## config.mk

```make
export PLATFORM = sky130hd
export DESIGN_NAME = fpu_apu_scheduler
export DESIGN_NICKNAME = d
export VERILOG_FILES = /design/src/rtl/fpu_apu_scheduler.sv
export SDC_FILE = /design/constraint.sdc
export NUM_CORES = 1
export LEC_CHECK = 0
export CORE_AREA = 2 2 426 428
export CTS_CLUSTER_SIZE = 28
export DETAILED_ROUTE_END_ITERATION = 6
export DIE_AREA = 0 0 428 430
export GPL_ROUTABILITY_DRIVEN = 0
export SYNTH_ARGS = -nofsm -noshare
export SYNTH_HDL_FRONTEND = slang
export SYNTH_SLANG_ARGS = --single-unit
export TNS_END_PERCENT = 20
```

## constraint.sdc

```tcl
create_clock -name clk -period 4.4 [get_ports clk]
set_clock_uncertainty 0.05 [all_clocks]
set_input_delay 1.32 -clock clk [delete_from_list [all_inputs] [get_ports clk]]
set_output_delay 1.32 -clock clk [all_outputs]
set_load 0.02 [all_outputs]
```

## src/rtl/fpu_apu_scheduler.sv

```systemverilog
// -----------------------------------------------------------------------------
// fpu_apu_scheduler
//
// Shares one APU master port of the FPU interconnect between NB_CORES cores.
// A round-robin arbiter picks one eligible requester per cycle and forwards
// its operands/opcode/flags with a one-hot core ID. The number of accepted
// but unanswered operations is capped at MAX_OUTSTANDING. Each core may have
// at most one operation in flight. Responses are routed back by their
// one-hot ID. A level-sensitive flush stops new issues and reports when all
// in-flight operations have returned.
//
// Ports
//   clk, rst          clock (rising edge), asynchronous active-high reset
//   core_req_i        per-core request
//   core_gnt_o        per-core grant (at most one bit high)
//   core_operands_i   packed operands, core c at [c*NB_APU_ARGS*APU_DATA_WIDTH +: ...]
//   core_op_i         packed opcodes
//   core_flags_i      packed downstream flags
//   core_rvalid_o     per-core response valid
//   apu_req_o         request to the APU
//   apu_gnt_i         APU accepts the request
//   apu_ID_o          one-hot ID of the winning core
//   apu_operands_o    winner operands
//   apu_op_o          winner opcode
//   apu_flags_o       winner flags
//   apu_rvalid_i      APU response valid
//   apu_rID_i         one-hot ID of the response
//   flush_i           drain request (level)
//   drained_o         drain complete, nothing in flight
//   outstanding_o     current in-flight count
//   err_o             sticky protocol error (bad or unexpected response ID)
// -----------------------------------------------------------------------------
module fpu_apu_scheduler #(
    parameter int NB_CORES         = 4,
    parameter int NB_APU_ARGS      = 3,
    parameter int APU_DATA_WIDTH   = 64,
    parameter int APU_OPCODE_WIDTH = 5,
    parameter int APU_DSFLAGS_CPU  = 15,
    parameter int MAX_OUTSTANDING  = 2
) (
    input  logic                                           clk,
    input  logic                                           rst,
    input  logic [NB_CORES-1:0]                            core_req_i,
    output logic [NB_CORES-1:0]                            core_gnt_o,
    input  logic [NB_CORES*NB_APU_ARGS*APU_DATA_WIDTH-1:0] core_operands_i,
    input  logic [NB_CORES*APU_OPCODE_WIDTH-1:0]           core_op_i,
    input  logic [NB_CORES*APU_DSFLAGS_CPU-1:0]            core_flags_i,
    output logic [NB_CORES-1:0]                            core_rvalid_o,
    output logic                                           apu_req_o,
    input  logic                                           apu_gnt_i,
    output logic [NB_CORES-1:0]                            apu_ID_o,
    output logic [NB_APU_ARGS*APU_DATA_WIDTH-1:0]          apu_operands_o,
    output logic [APU_OPCODE_WIDTH-1:0]                    apu_op_o,
    output logic [APU_DSFLAGS_CPU-1:0]                     apu_flags_o,
    input  logic                                           apu_rvalid_i,
    input  logic [NB_CORES-1:0]                            apu_rID_i,
    input  logic                                           flush_i,
    output logic                                           drained_o,
    output logic [$clog2(MAX_OUTSTANDING+1)-1:0]           outstanding_o,
    output logic                                           err_o
);

    localparam int CNT_W  = $clog2(MAX_OUTSTANDING + 1);
    localparam int PTR_W  = (NB_CORES > 1) ? $clog2(NB_CORES) : 1;
    localparam int OPND_W = NB_APU_ARGS * APU_DATA_WIDTH;

    localparam logic [1:0] ST_RUN     = 2'd0;
    localparam logic [1:0] ST_DRAIN   = 2'd1;
    localparam logic [1:0] ST_DRAINED = 2'd2;

    logic [1:0]          state_q, state_d;
    logic [PTR_W-1:0]    rr_ptr_q, rr_ptr_d;
    logic [CNT_W-1:0]    cnt_q, cnt_d;
    logic [NB_CORES-1:0] pending_q, pending_d;
    logic                err_q, err_d;

    logic [NB_CORES-1:0] eligible;
    logic [NB_CORES-1:0] elig_hi;
    logic [NB_CORES-1:0] winner_oh;
    logic [NB_CORES-1:0] sel_oh;
    logic [PTR_W-1:0]    winner_idx;
    logic                req_ok;
    logic                accept;
    logic [NB_CORES-1:0] resp_hit;
    logic                resp_match;
    logic                rid_onehot;
    logic                rid_stray;

    assign eligible = core_req_i & ~pending_q;

    // Round robin: eligible cores at or above rr_ptr take priority; if none,
    // wrap around to the lowest eligible core. x & -x isolates the lowest set bit.
    assign winner_oh = (|elig_hi) ? (elig_hi & (~elig_hi + 1'b1))
                                  : (eligible & (~eligible + 1'b1));

    // Reset also blanks the request so every output is low while rst is held.
    assign req_ok = !rst && (state_q == ST_RUN) &&
                    (cnt_q < CNT_W'(MAX_OUTSTANDING)) && (|eligible);
    assign accept = req_ok && apu_gnt_i;
    assign sel_oh = req_ok ? winner_oh : '0;

    // Per-core masking and OR-reduction chains for the winner's payload and index.
    // Each stage lives in its own generate scope so the chain is acyclic per signal.
    for (genvar gi = 0; gi < NB_CORES; gi++) begin : g_core
        logic [OPND_W-1:0]           opnd_acc;
        logic [APU_OPCODE_WIDTH-1:0] op_acc;
        logic [APU_DSFLAGS_CPU-1:0]  flags_acc;
        logic [PTR_W-1:0]            idx_acc;
        logic [OPND_W-1:0]           opnd_m;
        logic [APU_OPCODE_WIDTH-1:0] op_m;
        logic [APU_DSFLAGS_CPU-1:0]  flags_m;
        logic [PTR_W-1:0]            idx_m;

        assign elig_hi[gi] = eligible[gi] && (PTR_W'(gi) >= rr_ptr_q);
        assign opnd_m  = {OPND_W{sel_oh[gi]}} & core_operands_i[gi*OPND_W +: OPND_W];
        assign op_m    = {APU_OPCODE_WIDTH{sel_oh[gi]}} &
                         core_op_i[gi*APU_OPCODE_WIDTH +: APU_OPCODE_WIDTH];
        assign flags_m = {APU_DSFLAGS_CPU{sel_oh[gi]}} &
                         core_flags_i[gi*APU_DSFLAGS_CPU +: APU_DSFLAGS_CPU];
        assign idx_m   = winner_oh[gi] ? PTR_W'(gi) : '0;

        if (gi == 0) begin : g_first
            assign opnd_acc  = opnd_m;
            assign op_acc    = op_m;
            assign flags_acc = flags_m;
            assign idx_acc   = idx_m;
        end else begin : g_next
            assign opnd_acc  = g_core[gi-1].opnd_acc  | opnd_m;
            assign op_acc    = g_core[gi-1].op_acc    | op_m;
            assign flags_acc = g_core[gi-1].flags_acc | flags_m;
            assign idx_acc   = g_core[gi-1].idx_acc   | idx_m;
        end
    end

    assign winner_idx     = g_core[NB_CORES-1].idx_acc;
    assign apu_operands_o = g_core[NB_CORES-1].opnd_acc;
    assign apu_op_o       = g_core[NB_CORES-1].op_acc;
    assign apu_flags_o    = g_core[NB_CORES-1].flags_acc;
    assign apu_req_o      = req_ok;
    assign apu_ID_o       = sel_oh;
    assign core_gnt_o     = accept ? sel_oh : '0;

    // Response routing: only bits belonging to a pending core are delivered.
    assign resp_hit      = apu_rvalid_i ? (apu_rID_i & pending_q) : '0;
    assign resp_match    = |resp_hit;
    assign core_rvalid_o = resp_hit;
    assign rid_onehot    = (apu_rID_i != '0) && ((apu_rID_i & (apu_rID_i - 1'b1)) == '0);
    assign rid_stray     = (apu_rID_i & ~pending_q) != '0;

    always_comb begin
        // A newly accepted core is never pending, so the set and clear never collide.
        pending_d = (pending_q & ~resp_hit) | (accept ? winner_oh : '0);

        rr_ptr_d = rr_ptr_q;
        if (accept) begin
            rr_ptr_d = (winner_idx == PTR_W'(NB_CORES - 1)) ? '0 : winner_idx + 1'b1;
        end

        cnt_d = cnt_q;
        if (accept && !resp_match) begin
            cnt_d = cnt_q + 1'b1;
        end else if (!accept && resp_match) begin
            cnt_d = cnt_q - 1'b1;
        end

        err_d = err_q | (apu_rvalid_i && (!rid_onehot || rid_stray));

        state_d = state_q;
        case (state_q)
            ST_RUN: begin
                if (flush_i) begin
                    state_d = ST_DRAIN;
                end
            end
            ST_DRAIN: begin
                if ((cnt_q == '0) && !resp_match) begin
                    state_d = flush_i ? ST_DRAINED : ST_RUN;
                end
            end
            ST_DRAINED: begin
                if (!flush_i) begin
                    state_d = ST_RUN;
                end
            end
            default: state_d = ST_RUN;
        endcase
    end

    always_ff @(posedge clk or posedge rst) begin
        if (rst) begin
            state_q   <= ST_RUN;
            rr_ptr_q  <= '0;
            cnt_q     <= '0;
            pending_q <= '0;
            err_q     <= 1'b0;
        end else begin
            state_q   <= state_d;
            rr_ptr_q  <= rr_ptr_d;
            cnt_q     <= cnt_d;
            pending_q <= pending_d;
            err_q     <= err_d;
        end
    end

    assign drained_o     = (state_q == ST_DRAINED);
    assign outstanding_o = cnt_q;
    assign err_o         = err_q;

endmodule

```

==> out/metrics.cfg <==
[detailed_routing]
drtPass1Iterations = 7
drtIter0Drc = 1785
via_per_inst = 3.78
antenna_left = 0
postRouteWirelength_mm = 171
wl_per_cell_um = 34.3
drc = 6
num_vias = 18800

[logic_synthesis]
yosysSeqAreaShare = 0.0329
syn_inst = 1343
synth_area_leaders = and3_1 (22%), a2111o_1 (20%), nor3_1 (9.0%), nand3_1 (8.1%), nand2_1 (6.8%)
synth_edf_count = 0
synth-main-ff-cell = dfrtp_1
synthMuxAreaShare = 0.00269
synth_top_family_by_area = simple AND/OR/NAND/NOR gates
yosysMostFrequentCell = and3_1
synthTopCellsByCount = and3_1 (297), nand2_1 (152), nor3_1 (150)
syn_nets = 2205
avgSynthCellArea_um2 = 6.23
syn-cell-area_um2 = 8370
synth_compound_area_frac = 0.324
synth_seq_cells = 11
yosys.area_share.simple = 0.508
synthAdderAreaFrac = 0.00149
synthArstFlopShare = 1.00
yosysTopAreaCell = and3_1
synth_cell_types = 41
synth_top_area_share = 0.222
synth_xor_area_frac = 0.00314
ys_warn_count = 0

[placed_design]
io_buffers = 1089
placed_cells = 4831
place_area_um2 = 25000
hpwl_mm = 140
place_ws_ns = -1.17

[die]
initial_utilization = 0.0466
num_io_pins = 1090
core_um2 = 180000
die_w_um = 428
die_area_um2 = 184000
num_rows = 156
die_h_um = 430

[pwr]
power_leakage_nw = 12.1
p_total_mw = 8.86
p_per_area_nw_per_um2 = 314
irDropWorstVdd_uv = 217

[job]
drv_cap = 0

[cts]
clock_latency_ns = 0.24
clockBufferDepth = 2
root_buffer = clkbuf_16
cts.sinks = 11
htree_num_levels = 1
path_clk_slew_ns = 0.05
cts_buffers = 3
cts_tree = done

[sta]
whs_ns = 0.432
finalSetupViolations = 208
relSlewSlack = 0.459
hold_violations = 0
min_period_ns = 4.81
rsz0062_at_grt = true
fmax_mhz = 208
tightest_slew_ns = 0.808
min_period_over_period = 1.09
slew_viol_final = 0
fin_ws_ns = -0.406

[worst_setup_path]
critPathLaunchType = input pin
cp-end-kind = output port
cp_max_fo = 7
cp.arrival_ns = 3.44
setup.worst_path.start = core_req_i[0]
path_class = input pin to output port
reg2reg_from = state_q[1]
crit_required_ns = 3.03

[run_status]
violations = design-rule violations, negative setup slack
outcome = finished, violations left

[layout]
design_area_um2 = 28200
design.final.nets = 3429
layout-drive-gt1-share = 0.284
synthToLayoutAreaGrowth_pct = 237
nFillCells = 20200
stdcell_count = 4987

[hold_path]
hp-class = register to register
worstHoldStart = err_o

[global_routing]
antenna_found_initial = 134
grt_first_pass_wirelength_mm = 209
grt_pass1_vias = 18300
grt_max_degree = 51
grtUsageTotal = 0.174
grt.overflow.total = 0

routing by layer:
layer  vias to the layer above  share of wire  global-route usage
li1                       7781              -                   -
met1                      9186           0.38               0.200
met2                      1431           0.47               0.290
met3                       351          0.095              0.0612
met4                        88          0.052              0.0767
met5                         -         0.0047             0.00859
logic make-up (layout without fill, tap and decap cells):
logic type	after synthesis	count (layout)
buf+inv	248	1471
other cells	0	51
flops	11	11
simple gates	799	799
compound gates	279	279
mux	2	2
xor+xnor	3	3
fa+ha+maj	1	1
sequential cells by signal (all words and copies together) (netlist names):
register / count
err_o: 1
pending_q: 4
rr_ptr_q: 2
outstanding_o: 2
state_q: 2
timing repair:
action	CTS	global route
setup endpoints to repair	221	218
resized for setup	483	274
setup buffers	53	23
cloned	34	6
hold buffers	0	0
pin swaps	84	77
cell usage in the layout, fill, tap and decap left out, drive strengths merged, types with 7 or more instances in the layout:
cell / count
o2111ai: 48
and3: 297
dfrtp: 11
clkdlybuf4s50: 863
nor3: 150
o211ai: 65
nand3: 136
bufbuf: 9
nor2: 7
nand4: 35
nand2: 152
a2111o: 147
buf: 530
diode: 51
clkbuf: 10
inv: 57
area by class of cell:
class / instances / area, µm² / area share
clock buffer: 3 / 75.1 / 0.00266
sequential: 11 / 275 / 0.00975
multi-input combinational: 1084 / 8140 / 0.288
antenna: 51 / 128 / 0.00452
inverter: 57 / 214 / 0.00758
clock inverter: 1 / 5.00 / 0.000177
timing repair buffer: 1410 / 16400 / 0.582
tap: 2370 / 2970 / 0.105
report_power, final:
part	internal [mW]	total [mW]	switching (mW)
clock	0.120	0.166	0.0455
sequential	0.143	0.207	0.0640
combinational	3.95	8.48	4.53
total	4.21	8.86	4.64
path summary, 6_finish.rpt:
check / endpoint / slack [ns] / cells after the start
hold / removal: err_o / 0.43 / 1
setup reg to reg: pending_q[1] / 1.95 / 10
setup / recovery: apu_operands_o[158] / -0.41 / 9
min in group asynchronous: rr_ptr_q[1] / 1.04 / 2
hold reg to reg: err_o / 0.43 / 1
max in group asynchronous: outstanding_o[0] / 2.94 / 2
worst max-delay path: stages:
cell and delay, ns:
buf_8 0.08, or4b_4 0.49, and3_4 0.25, buf_12 0.16, buf_12 0.17, buf_8 0.12, and3_4 0.15, a2111o_1 0.46
buf_12 0.18
metrics by stage:
stage	TNS [ns]	util
6_report	-47.24	0.157
5_1_grt	-54.75	0.157
4_1_cts	-61.51	0.152
3_5_place_dp	-199.49	0.139
3_3_place_gp	-201.87	0.139
2_1_floorplan	0	-
Power figures use the tool's default switching activity.
